## config.mk

```make
export PLATFORM = sky130hd
export DESIGN_NAME = wc_seq
export DESIGN_NICKNAME = d
export VERILOG_FILES = /design/src/rtl/wc_seq_pkg.sv /design/src/rtl/wc_ofifo.sv /design/src/rtl/wc_seq.sv
export SDC_FILE = /design/constraint.sdc
export NUM_CORES = 1
export LEC_CHECK = 0
export ABC_AREA = 0
export CELL_PAD_IN_SITES_DETAIL_PLACEMENT = 0
export CELL_PAD_IN_SITES_GLOBAL_PLACEMENT = 2
export CORE_MARGIN = 5
export CORE_UTILIZATION = 40
export DETAILED_ROUTE_END_ITERATION = 8
export PLACE_DENSITY_LB_ADDON = 0.1
export SLEW_MARGIN = 20
export SYNTH_ARGS = -nofsm -noshare
export SYNTH_HDL_FRONTEND = slang
export SYNTH_SLANG_ARGS = --single-unit
```

## constraint.sdc

```tcl
create_clock -name clk -period 4.8 [get_ports clk]
set_input_delay 0.48 -clock clk [delete_from_list [all_inputs] [get_ports clk]]
set_output_delay 0.48 -clock clk [all_outputs]
set_load 0.005 [all_outputs]
```

## src/rtl/wc_seq_pkg.sv

```systemverilog
// Shared definitions for the wc tile sequencer: default width, FSM states
// and the legal frame length window.
package wc_seq_pkg;

    localparam int DW_DEF    = 10;
    localparam int FRAME_MIN = 4;
    localparam int FRAME_MAX = 254;

    typedef enum logic [1:0] {
        ST_IDLE,
        ST_FILL,
        ST_ISSUE,
        ST_DRAIN
    } state_e;

    // A frame must hold an even number of samples inside the legal window.
    function automatic logic frame_len_ok(input logic [7:0] n);
        return (n[0] == 1'b0) && (n >= 8'(FRAME_MIN)) && (n <= 8'(FRAME_MAX));
    endfunction

endpackage

```

## src/rtl/wc_ofifo.sv

```systemverilog
// Synchronous FIFO for wc results; head is visible combinationally so the
// result stream can present it as soon as the FIFO is non-empty.
module wc_ofifo #(
    parameter int W     = 21,
    parameter int DEPTH = 8,
    parameter int CW    = $clog2(DEPTH + 1)
)(
    input  logic          clk,
    input  logic          rst,
    input  logic          wr_en_i,
    input  logic [W-1:0]  wr_data_i,
    input  logic          rd_en_i,
    output logic [W-1:0]  rd_data_o,
    output logic          empty_o,
    output logic [CW-1:0] count_o
);

    localparam int AW = (DEPTH > 1) ? $clog2(DEPTH) : 1;

    logic [W-1:0]  mem_q [DEPTH];
    logic [AW-1:0] wr_ptr_q, rd_ptr_q;
    logic [CW-1:0] count_q;
    logic          do_wr, do_rd;

    function automatic logic [AW-1:0] ptr_inc(input logic [AW-1:0] p);
        return (p == AW'(DEPTH - 1)) ? '0 : p + AW'(1);
    endfunction

    assign do_rd = rd_en_i && (count_q != '0);
    // A write into a full FIFO is accepted only when a read frees a slot.
    assign do_wr = wr_en_i && ((count_q != CW'(DEPTH)) || do_rd);

    always_ff @(posedge clk) begin
        if (rst) begin
            wr_ptr_q <= '0;
            rd_ptr_q <= '0;
            count_q  <= '0;
        end else begin
            if (do_wr) begin
                wr_ptr_q <= ptr_inc(wr_ptr_q);
            end
            if (do_rd) begin
                rd_ptr_q <= ptr_inc(rd_ptr_q);
            end
            case ({do_wr, do_rd})
                2'b10:   count_q <= count_q + CW'(1);
                2'b01:   count_q <= count_q - CW'(1);
                default: count_q <= count_q;
            endcase
        end
    end

    always_ff @(posedge clk) begin
        if (do_wr) begin
            mem_q[wr_ptr_q] <= wr_data_i;
        end
    end

    assign rd_data_o = mem_q[rd_ptr_q];
    assign empty_o   = (count_q == '0);
    assign count_o   = count_q;

endmodule

```

## src/rtl/wc_seq.sv

```systemverilog
// Frame sequencer: slides a 4-sample window by 2 over each frame, issues
// tiles to the external wc datapath and streams the results with credit flow.
module wc_seq import wc_seq_pkg::*; #(
    parameter int DW       = DW_DEF,
    parameter int WC_LAT   = 6,
    parameter int OF_DEPTH = 8
)(
    input  logic            clk,
    input  logic            rst,
    input  logic            start,
    input  logic [7:0]      frame_len,
    output logic            busy,
    output logic            err,
    input  logic            s_valid,
    output logic            s_ready,
    input  logic [DW-1:0]   s_data,
    output logic [4*DW-1:0] wc_d,
    input  logic [2*DW-1:0] wc_z,
    output logic            m_valid,
    input  logic            m_ready,
    output logic [2*DW-1:0] m_data,
    output logic            m_last
);

    localparam int CW = $clog2(OF_DEPTH + 1);

    state_e            state_q, state_d;
    logic [1:0]        idx_q, idx_d;
    logic [6:0]        tiles_q, tiles_d;
    logic [DW-1:0]     win_q [4];
    logic [4*DW-1:0]   win_flat, wc_d_q;
    logic              err_q, iss_vld_q, iss_last_q;
    logic [WC_LAT-1:0] vld_q, lst_q;
    logic [CW-1:0]     inflight_q, fifo_count;
    logic [CW:0]       occ;
    logic              fifo_empty;
    logic [2*DW:0]     fifo_head;
    logic              take, issue, occ_ok, start_ok, start_bad;
    logic              fifo_wr, fifo_rd, last_beat;

    for (genvar gi = 0; gi < 4; gi++) begin : g_win
        assign win_flat[(3-gi)*DW +: DW] = win_q[gi];
    end

    // Results still in the wc pipe already own a FIFO slot.
    assign occ       = {1'b0, fifo_count} + {1'b0, inflight_q};
    assign occ_ok    = occ < (CW+1)'(OF_DEPTH);
    assign s_ready   = (state_q == ST_FILL);
    assign take      = s_ready && s_valid;
    assign issue     = (state_q == ST_ISSUE) && occ_ok;
    assign start_ok  = (state_q == ST_IDLE) && start && frame_len_ok(frame_len);
    assign start_bad = (state_q == ST_IDLE) && start && !frame_len_ok(frame_len);
    assign fifo_wr   = vld_q[WC_LAT-1];
    assign fifo_rd   = m_valid && m_ready;
    assign last_beat = fifo_rd && m_last;

    always_comb begin
        state_d = state_q;
        idx_d   = idx_q;
        tiles_d = tiles_q;
        case (state_q)
            ST_IDLE: begin
                if (start_ok) begin
                    state_d = ST_FILL;
                    idx_d   = 2'd0;
                    tiles_d = frame_len[7:1] - 7'd1;
                end
            end
            ST_FILL: begin
                if (take) begin
                    idx_d = idx_q + 2'd1;
                    if (idx_q == 2'd3) begin
                        state_d = ST_ISSUE;
                    end
                end
            end
            ST_ISSUE: begin
                if (issue) begin
                    idx_d   = 2'd2;
                    tiles_d = tiles_q - 7'd1;
                    state_d = (tiles_q == 7'd1) ? ST_DRAIN : ST_FILL;
                end
            end
            ST_DRAIN: begin
                if (last_beat) begin
                    state_d = ST_IDLE;
                end
            end
            default: state_d = ST_IDLE;
        endcase
    end

    always_ff @(posedge clk) begin
        if (rst) begin
            state_q    <= ST_IDLE;
            idx_q      <= '0;
            tiles_q    <= '0;
            err_q      <= 1'b0;
            wc_d_q     <= '0;
            iss_vld_q  <= 1'b0;
            iss_last_q <= 1'b0;
            vld_q      <= '0;
            lst_q      <= '0;
            inflight_q <= '0;
            for (int i = 0; i < 4; i++) begin
                win_q[i] <= '0;
            end
        end else begin
            state_q    <= state_d;
            idx_q      <= idx_d;
            tiles_q    <= tiles_d;
            err_q      <= start_bad;
            iss_vld_q  <= issue;
            iss_last_q <= issue && (tiles_q == 7'd1);
            // The pipe starts one cycle after issue, when wc_d holds the tile.
            vld_q[0]   <= iss_vld_q;
            lst_q[0]   <= iss_last_q;
            for (int i = 1; i < WC_LAT; i++) begin
                vld_q[i] <= vld_q[i-1];
                lst_q[i] <= lst_q[i-1];
            end
            if (take) begin
                win_q[idx_q] <= s_data;
            end
            if (issue) begin
                wc_d_q   <= win_flat;
                win_q[0] <= win_q[2];
                win_q[1] <= win_q[3];
            end
            case ({issue, fifo_wr})
                2'b10:   inflight_q <= inflight_q + CW'(1);
                2'b01:   inflight_q <= inflight_q - CW'(1);
                default: inflight_q <= inflight_q;
            endcase
        end
    end

    wc_ofifo #(
        .W     (2*DW + 1),
        .DEPTH (OF_DEPTH),
        .CW    (CW)
    ) u_ofifo (
        .clk       (clk),
        .rst       (rst),
        .wr_en_i   (fifo_wr),
        .wr_data_i ({lst_q[WC_LAT-1], wc_z}),
        .rd_en_i   (fifo_rd),
        .rd_data_o (fifo_head),
        .empty_o   (fifo_empty),
        .count_o   (fifo_count)
    );

    assign busy    = (state_q != ST_IDLE);
    assign err     = err_q;
    assign wc_d    = wc_d_q;
    assign m_valid = !fifo_empty;
    assign m_data  = fifo_empty ? '0 : fifo_head[2*DW-1:0];
    assign m_last  = !fifo_empty && fifo_head[2*DW];

endmodule

```

**Word-level counts from Yosys, hierarchy flattened**

Memory sizes are Yosys's and may differ from the RTL's. A register that Yosys moved wholly into a read port is not among the register bits.
Index checks and enable logic that the tools add are counted.

- Bits in registers: 80
- Memory bits (writable): 208
- Output and inout port bits: 65
- Logic and storage cells: 112
- Memories kept: 2

- Add/subtract/negate cells: 10
- Magnitude comparators: 3
- Equality and inequality tests: 17
- Multiplexer cells: 36
- Bitwise logic cells: 3
- Reduce and logical (&&, ||, !) cells: 28

Memories:

| name | words | width | read ports | clocked after memory_dff | wr ports | line | RTL |
|---|---|---|---|---|---|---|---|
| u_ofifo.mem_q | 8 | 21 | 1 | 1 | 1 | wc_ofifo.sv:20 | `logic [W-1:0] mem_q [DEPTH];` |
| win_q | 4 | 10 | 4 | 2 | 4 | wc_seq.sv:30 | `logic [DW-1:0] win_q [4];` |

Operators by type and width:

| operator | count |
|---|---|
| 2-to-1 mux 10 bit | 3 |
| 2-to-1 mux 2 bit | 10 |
| 2-to-1 mux 20 bit | 1 |
| case mux 4 bit (2 select lines) | 2 |
| 2-to-1 mux 7 bit | 2 |
| case mux 7 bit (2 select lines) | 1 |
| subtractor 7 x 1 -> 7 bit, second input constant | 2 |
| logical AND 1 bit | 13 |
| 2-to-1 mux 3 bit | 4 |
| 2-to-1 mux 1 bit | 11 |
| equality test 2 bit, second input constant | 5 |
| OR reduction 10 bit | 1 |
| adder 4 x 1 -> 4 bit, second input constant | 2 |
| greater-or-equal comparator 8 x 3 -> 1 bit, second input constant | 1 |
| <= comparator 8 bit, second input constant | 1 |
| case mux 2 bit (4 select lines) | 1 |
| nonzero test 2 bit | 4 |
| subtractor 4 x 1 -> 4 bit, second input constant | 2 |
| equality test 7 x 1 -> 1 bit, second input constant | 1 |
| adder 3 x 1 -> 3 bit, second input constant | 2 |
| equality test 2 x 1 -> 1 bit, second input constant | 3 |
| equality test 3 bit, second input constant | 2 |
| != test 2 bit, second input constant | 3 |
| case mux 2 bit (3 select lines) | 1 |
| 16 further kinds | 19 |

**Logic depth before layout (Yosys ltp)**

- Word-level depth: 8
- Depth in mapped cells: 14
- Mapped depth without buffers: 12

**Hierarchy**

A second synthesis with hierarchy kept.

- Cells, all modules: 862
- Area, all modules: 12131.6 um^2

By module, submodules not included:

| module | times used | cells each | area each (um^2) |
|---|---|---|---|
| wc_ofifo | 1 | 325 | 7220.7 |
| wc_seq | 1 | 537 | 4911.0 |

**Worst setup path after synthesis**

Ideal clock, no wire load.

- Kind: flip-flop to flip-flop
- Start: register u_ofifo.count_q[0] (netlist: u_ofifo.count_o[0])
- End: memory u_ofifo.mem_q[0][0] (enable)
- Data arrival time: 2.908 ns
- Required time: 4.348 ns
- Setup slack: 1.440 ns
- Cell stages (with the launch flop): 5
- Buffers on the path: 2
- Clock period less this slack: 3.360 ns
- Cell sequence: dfxtp_1 -> clkbuf_1 -> o41ai_1 -> clkbuf_1 -> nor4_1

- Word-level cells in the longest chain between the ends: 8
- Elaborated cells between the ends (all ways): 10
- Those cells by class: eq/ne: 1; mux: 2; reduce/logical: 7

RTL lines:

| element | line | RTL |
|---|---|---|
| start, declared | wc_ofifo.sv:22 | `logic [CW-1:0] count_q;` |
| start signal, assigned | wc_ofifo.sv:46 | `2'b10: count_q <= count_q + CW'(1);` |
| start signal, assigned | wc_ofifo.sv:47 | `2'b01: count_q <= count_q - CW'(1);` |
| start signal, assigned | wc_ofifo.sv:48 | `default: count_q <= count_q;` |
| logical NOT 4 bit | wc_ofifo.sv:60 | `assign empty_o = (count_q == '0);` |
| logical NOT 1 bit | wc_seq.sv:156 | `assign m_valid = !fifo_empty;` |
| logical AND 1 bit | wc_seq.sv:54 | `assign fifo_rd = m_valid && m_ready;` |
| logical AND 1 bit | wc_ofifo.sv:29 | `assign do_rd = rd_en_i && (count_q != '0);` |
| logical OR 1 bit * | wc_ofifo.sv:31 | `assign do_wr = wr_en_i && ((count_q != CW'(DEPTH)) \|\| do_rd);` |
| logical AND 1 bit * | wc_ofifo.sv:31 |  |
| 2-to-1 mux 1 bit * | wc_ofifo.sv:54 | `if (do_wr) begin` |
| 2-to-1 mux 1 bit (implied by the code) * | wc_ofifo.sv:55 | `mem_q[wr_ptr_q] <= wr_data_i;` |
| end, declared | wc_ofifo.sv:20 |  |

Every way passes the cells marked *; elsewhere a longest branch is shown, timed or not.

**Final worst setup path**

- Start: register u_ofifo.count_q[1] (netlist: u_ofifo.count_o[1])
- End: register inflight_q[3]

- Word-level cells in the longest chain between the ends: 5
- Elaborated cells between the ends (all ways): 7
- Those cells by class: add/sub: 1; order compare: 1; eq/ne: 2; mux: 1; reduce/logical: 2

RTL lines:

| element | line | RTL |
|---|---|---|
| adder 4 x 4 -> 5 bit * | wc_seq.sv:46 | `assign occ = {1'b0, fifo_count} + {1'b0, inflight_q};` |
| < comparator 5 x 4 -> 1 bit * | wc_seq.sv:47 | `assign occ_ok = occ < (CW+1)'(OF_DEPTH);` |
| logical AND 1 bit * | wc_seq.sv:50 | `assign issue = (state_q == ST_ISSUE) && occ_ok;` |
| equality test 2 x 1 -> 1 bit / equality test 2 bit (equally long branches) | wc_seq.sv:130 | `case ({issue, fifo_wr})` |
| case mux 4 bit (2 select lines) / nonzero test 2 bit (equally long branches) | n/a |  |
| end signal, assigned | wc_seq.sv:131 | `2'b10: inflight_q <= inflight_q + CW'(1);` |
| end signal, assigned | wc_seq.sv:132 | `2'b01: inflight_q <= inflight_q - CW'(1);` |
| end signal, assigned | wc_seq.sv:133 | `default: inflight_q <= inflight_q;` |
| end, declared | wc_seq.sv:34 | `logic [CW-1:0] inflight_q, fifo_count;` |

Marked as above.
A chain may end at the register's enable or synchronous reset.

==> metrics.txt <==
run status=finished clean; number of vias in the routed layout=7018; via count of the first global-routing pass=7316; minimum hold slack=0.267 ns; worst slew margin relative to its limit=29.6%; global route total overflow=0; Setup TNS=0 ns; clock tree from TritonCTS=built; Layout Skew=0.0161 ns; global-route wire length before repair=40.4 mm; type of the most critical hold path=input pin to flop; classification of the worst setup path=flop to flop; setup fix buffers added after clock tree synthesis=0; fillcell total=2540; core box area=28900 sq um; die width=181 microns; Diodes inserted=0; depth of the critical timing path with buffers and inverters included=12; synthesis-to-layout area growth=21.0%; critical path capture point type=flop; P_int=4270 uW; synthesized area per cell=13.7 sq um; Post-Place Worst Slack=1.12 ns; final setup violation count=0; number of storage elements in the synthesis netlist=291; kind of cell with the highest combined delay on the critical path=compound AO/OA/AOI/OAI gates; remaining routing DRC violations=0; initial core utilization=40.7%; Buf+Inv Stages, Crit Path=1; Largest stage delay, worst path=0.57 ns; level count of the clock H-tree=1; critical path peak fanout=41; number of cell rows=62; number of cells on the worst reg-to-reg path=12; Total Routed Length=25.4 mm; arrival time at the worst endpoint=4.14 ns; largest cells by area after synthesis=sky130_fd_sc_hd__edfxtp_1 (53%), sky130_fd_sc_hd__dfxtp_1 (14%), sky130_fd_sc_hd__mux4_2 (7.9%), sky130_fd_sc_hd__nand2_1 (4.4%), sky130_fd_sc_hd__ha_1 (2.9%); CTS Buffer Depth=3; Slew @ Worst Pin=1.05 ns; share of post-route cells with drive strength above 1=12.1%; number of instances in the synthesized netlist=857; clock buffers created by TritonCTS=31; number of synthesized flops with an enable pin=208; number of warning messages in the yosys log=0; Critical Path Source Type=flop; I/O pin count=108; maximum number of pins on one net before global-route repair=83; register clock-pin slew on the reported worst setup and hold paths=0.06 ns; Die Footprint=32900 sq um; cell repeated most along the worst path=sky130_fd_sc_hd__ha_1; Slew Limit Fails=0; part of the power in the clock network=39.8%; static leakage=0.00472 uW; latest clock arrival within the worst-skew pair=0.57 ns; root buffer selected by CTS=sky130_fd_sc_hd__clkbuf_16; total of hold buffers inserted after clock tree synthesis=0; remaining antenna violation count=0; Synth top area share=53.1%; final setup margin=1.15 ns; largest area contributor in the synthesized netlist=sky130_fd_sc_hd__edfxtp_1; critical path cell sequence=ha_1 -> a31o_1 -> a2111oi_0 -> and2_1 -> inv_2 -> ha_1 -> ha_1 -> a21o_1 -> a21oi_1 -> xnor2_1 -> or3_1 -> a21oi_1; post-route cell area=14200 sq um; number of stages on the worst hold path=3; setup slack of the worst register-to-register path=1.15 ns; switching power as a share of total power=23.5%; Final period util=76.1%; Highest Clock Rate=274 MHz; power share of the sequential group=50.8%; Detailed Routing Iterations Pass 1=4; instance area after placement=13300 sq um; DRT iter0 DRCs=359; maximum capacitance violations=0; detail-routed net length per standard cell=18.5 microns; Clock Sink Count=291; final weighted congestion in routability-driven placement=0.728; power density of the placed cells=392 nW/um^2; syn_nets=929; post-DP HPWL=16.2 mm; Required @ worst endpoint=5.29 ns; crit path time final=3.65 ns; RSZ-0062 raised after global routing=false; Via density=5.10; Comb pwr share=9.4%; initial antenna violation count=0; global-route usage over all layers=15.2%; summed instance area of the synthesized netlist=11800 sq um; quantity of gates resized following cts=0; highest ir drop seen on vdd=285 uV; switching power=1310 uW; sequential fraction of the synthesis area=67.3%; share of synthesized registers carrying an async set or reset=0%; Netlist cell types=48; post-layout net count=1040; CP max stage cell=sky130_fd_sc_hd__a2111oi_0; Vert. Die Dim=181 microns; Most used DFF post-synth=sky130_fd_sc_hd__edfxtp_1; count of input and output buffers=107; number of endpoints with negative hold slack in the final report=0
[Yosys cell counts (5+ instances only)]
| library cell | count |
|---|---|
| sky130_fd_sc_hd__nor2b_1 | 12 |
| sky130_fd_sc_hd__nand2_1 | 139 |
| sky130_fd_sc_hd__nor3_1 | 11 |
| sky130_fd_sc_hd__xor2_1 | 5 |
| sky130_fd_sc_hd__and2_1 | 13 |
| sky130_fd_sc_hd__ha_1 | 27 |
| sky130_fd_sc_hd__a21oi_1 | 61 |
| sky130_fd_sc_hd__nand3_1 | 7 |
| sky130_fd_sc_hd__o21ai_1 | 23 |
| sky130_fd_sc_hd__xnor2_1 | 6 |
| sky130_fd_sc_hd__buf_1 | 5 |
| sky130_fd_sc_hd__mux2i_1 | 26 |
| sky130_fd_sc_hd__buf_2 | 15 |
| sky130_fd_sc_hd__nor4_1 | 6 |
| sky130_fd_sc_hd__dfxtp_1 | 83 |
| sky130_fd_sc_hd__o31ai_1 | 5 |
| sky130_fd_sc_hd__clkbuf_1 | 24 |
| sky130_fd_sc_hd__mux4_2 | 41 |
| sky130_fd_sc_hd__edfxtp_1 | 208 |
| sky130_fd_sc_hd__and3_1 | 11 |
| sky130_fd_sc_hd__nor2_1 | 51 |
| sky130_fd_sc_hd__inv_2 | 7 |
| sky130_fd_sc_hd__inv_1 | 17 |
| sky130_fd_sc_hd__nand2b_1 | 5 |
[cells in the final DEF, fill, tap and decap left out, types with 4 or more instances in the layout]
master                              n
sky130_fd_sc_hd__o21ai_0            4
sky130_fd_sc_hd__dfxtp_1           81
sky130_fd_sc_hd__and2_1            13
sky130_fd_sc_hd__and3_1            11
sky130_fd_sc_hd__clkbuf_16         31
sky130_fd_sc_hd__clkbuf_1          13
sky130_fd_sc_hd__nand2_1          139
sky130_fd_sc_hd__xor2_1             5
sky130_fd_sc_hd__clkinv_2           4
sky130_fd_sc_hd__o31ai_1            5
sky130_fd_sc_hd__clkdlybuf4s50_1  106
sky130_fd_sc_hd__inv_1             17
sky130_fd_sc_hd__edfxtp_1         208
sky130_fd_sc_hd__nor2b_1           12
sky130_fd_sc_hd__ha_1              27
sky130_fd_sc_hd__buf_4             16
sky130_fd_sc_hd__nand2b_1           5
sky130_fd_sc_hd__mux4_2            41
sky130_fd_sc_hd__nor3_2             4
sky130_fd_sc_hd__nor4_1             4
sky130_fd_sc_hd__a21o_1             4
sky130_fd_sc_hd__nand3_1            7
sky130_fd_sc_hd__xnor2_1            6
sky130_fd_sc_hd__a21oi_1           61
sky130_fd_sc_hd__nor3_1             7
sky130_fd_sc_hd__clkinv_1           4
sky130_fd_sc_hd__nor2_1            48
sky130_fd_sc_hd__o21ai_1           23
sky130_fd_sc_hd__inv_2              7
sky130_fd_sc_hd__mux2i_1           26
sky130_fd_sc_hd__o32ai_1            4
[area by class of cell]
| cell class | count | area, sq um | share of cell area (%) |
|---|---|---|---|
| well taps | 384 | 480 | 3.38 |
| repair buffers | 123 | 1190 | 8.34 |
| flip-flops and latches | 291 | 7910 | 55.6 |
| clock buffers | 46 | 852 | 5.99 |
| inverters | 24 | 90.1 | 0.633 |
| clock inverters | 11 | 93.8 | 0.660 |
| multi-input cells | 497 | 3610 | 25.4 |
[power by group through the flow]
| stage | clock (uW) | sequential (uW) | combinational (uW) |
|---|---|---|---|
| CTS | 2280 | 2840 | 532 |
| global placement | 0 | 2890 | 519 |
| floorplan | 0 | 2870 | 310 |
| detailed placement | 0 | 2890 | 530 |
| finish | 2220 | 2840 | 523 |
| global route | 2400 | 2840 | 586 |
[worst reg2reg max path, cell delays in order (launching register included)]
cell,delay (ns)
sky130_fd_sc_hd__dfxtp_1,0.46
sky130_fd_sc_hd__ha_1,0.29
sky130_fd_sc_hd__a31o_1,0.22
sky130_fd_sc_hd__a2111oi_0,0.57
sky130_fd_sc_hd__and2_1,0.25
sky130_fd_sc_hd__inv_2,0.27
sky130_fd_sc_hd__ha_1,0.37
sky130_fd_sc_hd__ha_1,0.29
sky130_fd_sc_hd__a21o_1,0.18
sky130_fd_sc_hd__a21oi_1,0.16
sky130_fd_sc_hd__xnor2_1,0.09
sky130_fd_sc_hd__or3_1,0.30
sky130_fd_sc_hd__a21oi_1,0.13
[metal layers]
layer,GRT usage (%),part of all wire (%)
met5,0,0
met4,4.05,2.3
met3,2.44,3.6
met2,27.1,51
met1,19.2,43
[kinds of logic after synthesis]
family	count (synthesis)	share of synthesized area [%]
compound gates	120	5.97
mux	67	10.1
buf+inv	69	2.43
simple gates	270	10.2
xor+xnor	11	0.820
flops	291	67.3
fa+ha+maj	29	3.21
[registers in the layout, summed over array words and instances, names as in the netlist, named ones only]
| name | cells |
|---|---|
| err | 1 |
| state_q | 2 |
| iss_last_q | 1 |
| idx_q | 2 |
| inflight_q | 4 |
| tiles_q | 7 |
| win_q | 40 |
| u_ofifo.mem_q | 168 |
| u_ofifo.rd_ptr_q | 3 |
| u_ofifo.wr_ptr_q | 3 |
| vld_q | 6 |
| iss_vld_q | 1 |
| lst_q | 6 |
| wc_d | 40 |
| u_ofifo.count_o | 4 |
[stage by stage]
step           instances  utilization (%)  total power [uW]
2_1_floorplan        857                -              3180
3_3_place_gp        1319             46.0              3400
3_5_place_dp        1319             46.0              3420
4_1_cts             1376             49.3              5650
5_1_grt             1376             49.3              5830
6_report            1376             49.3              5580
[path summary, 6_finish.rpt]
path,startpoint,endpoint
min reg2reg,lst_q[0],lst_q[1]
min,rst,state_q[0]
max reg2reg,u_ofifo.count_o[1],inflight_q[3]
max,u_ofifo.count_o[1],inflight_q[3]
Note: power is estimated with default switching activity, not from simulation.
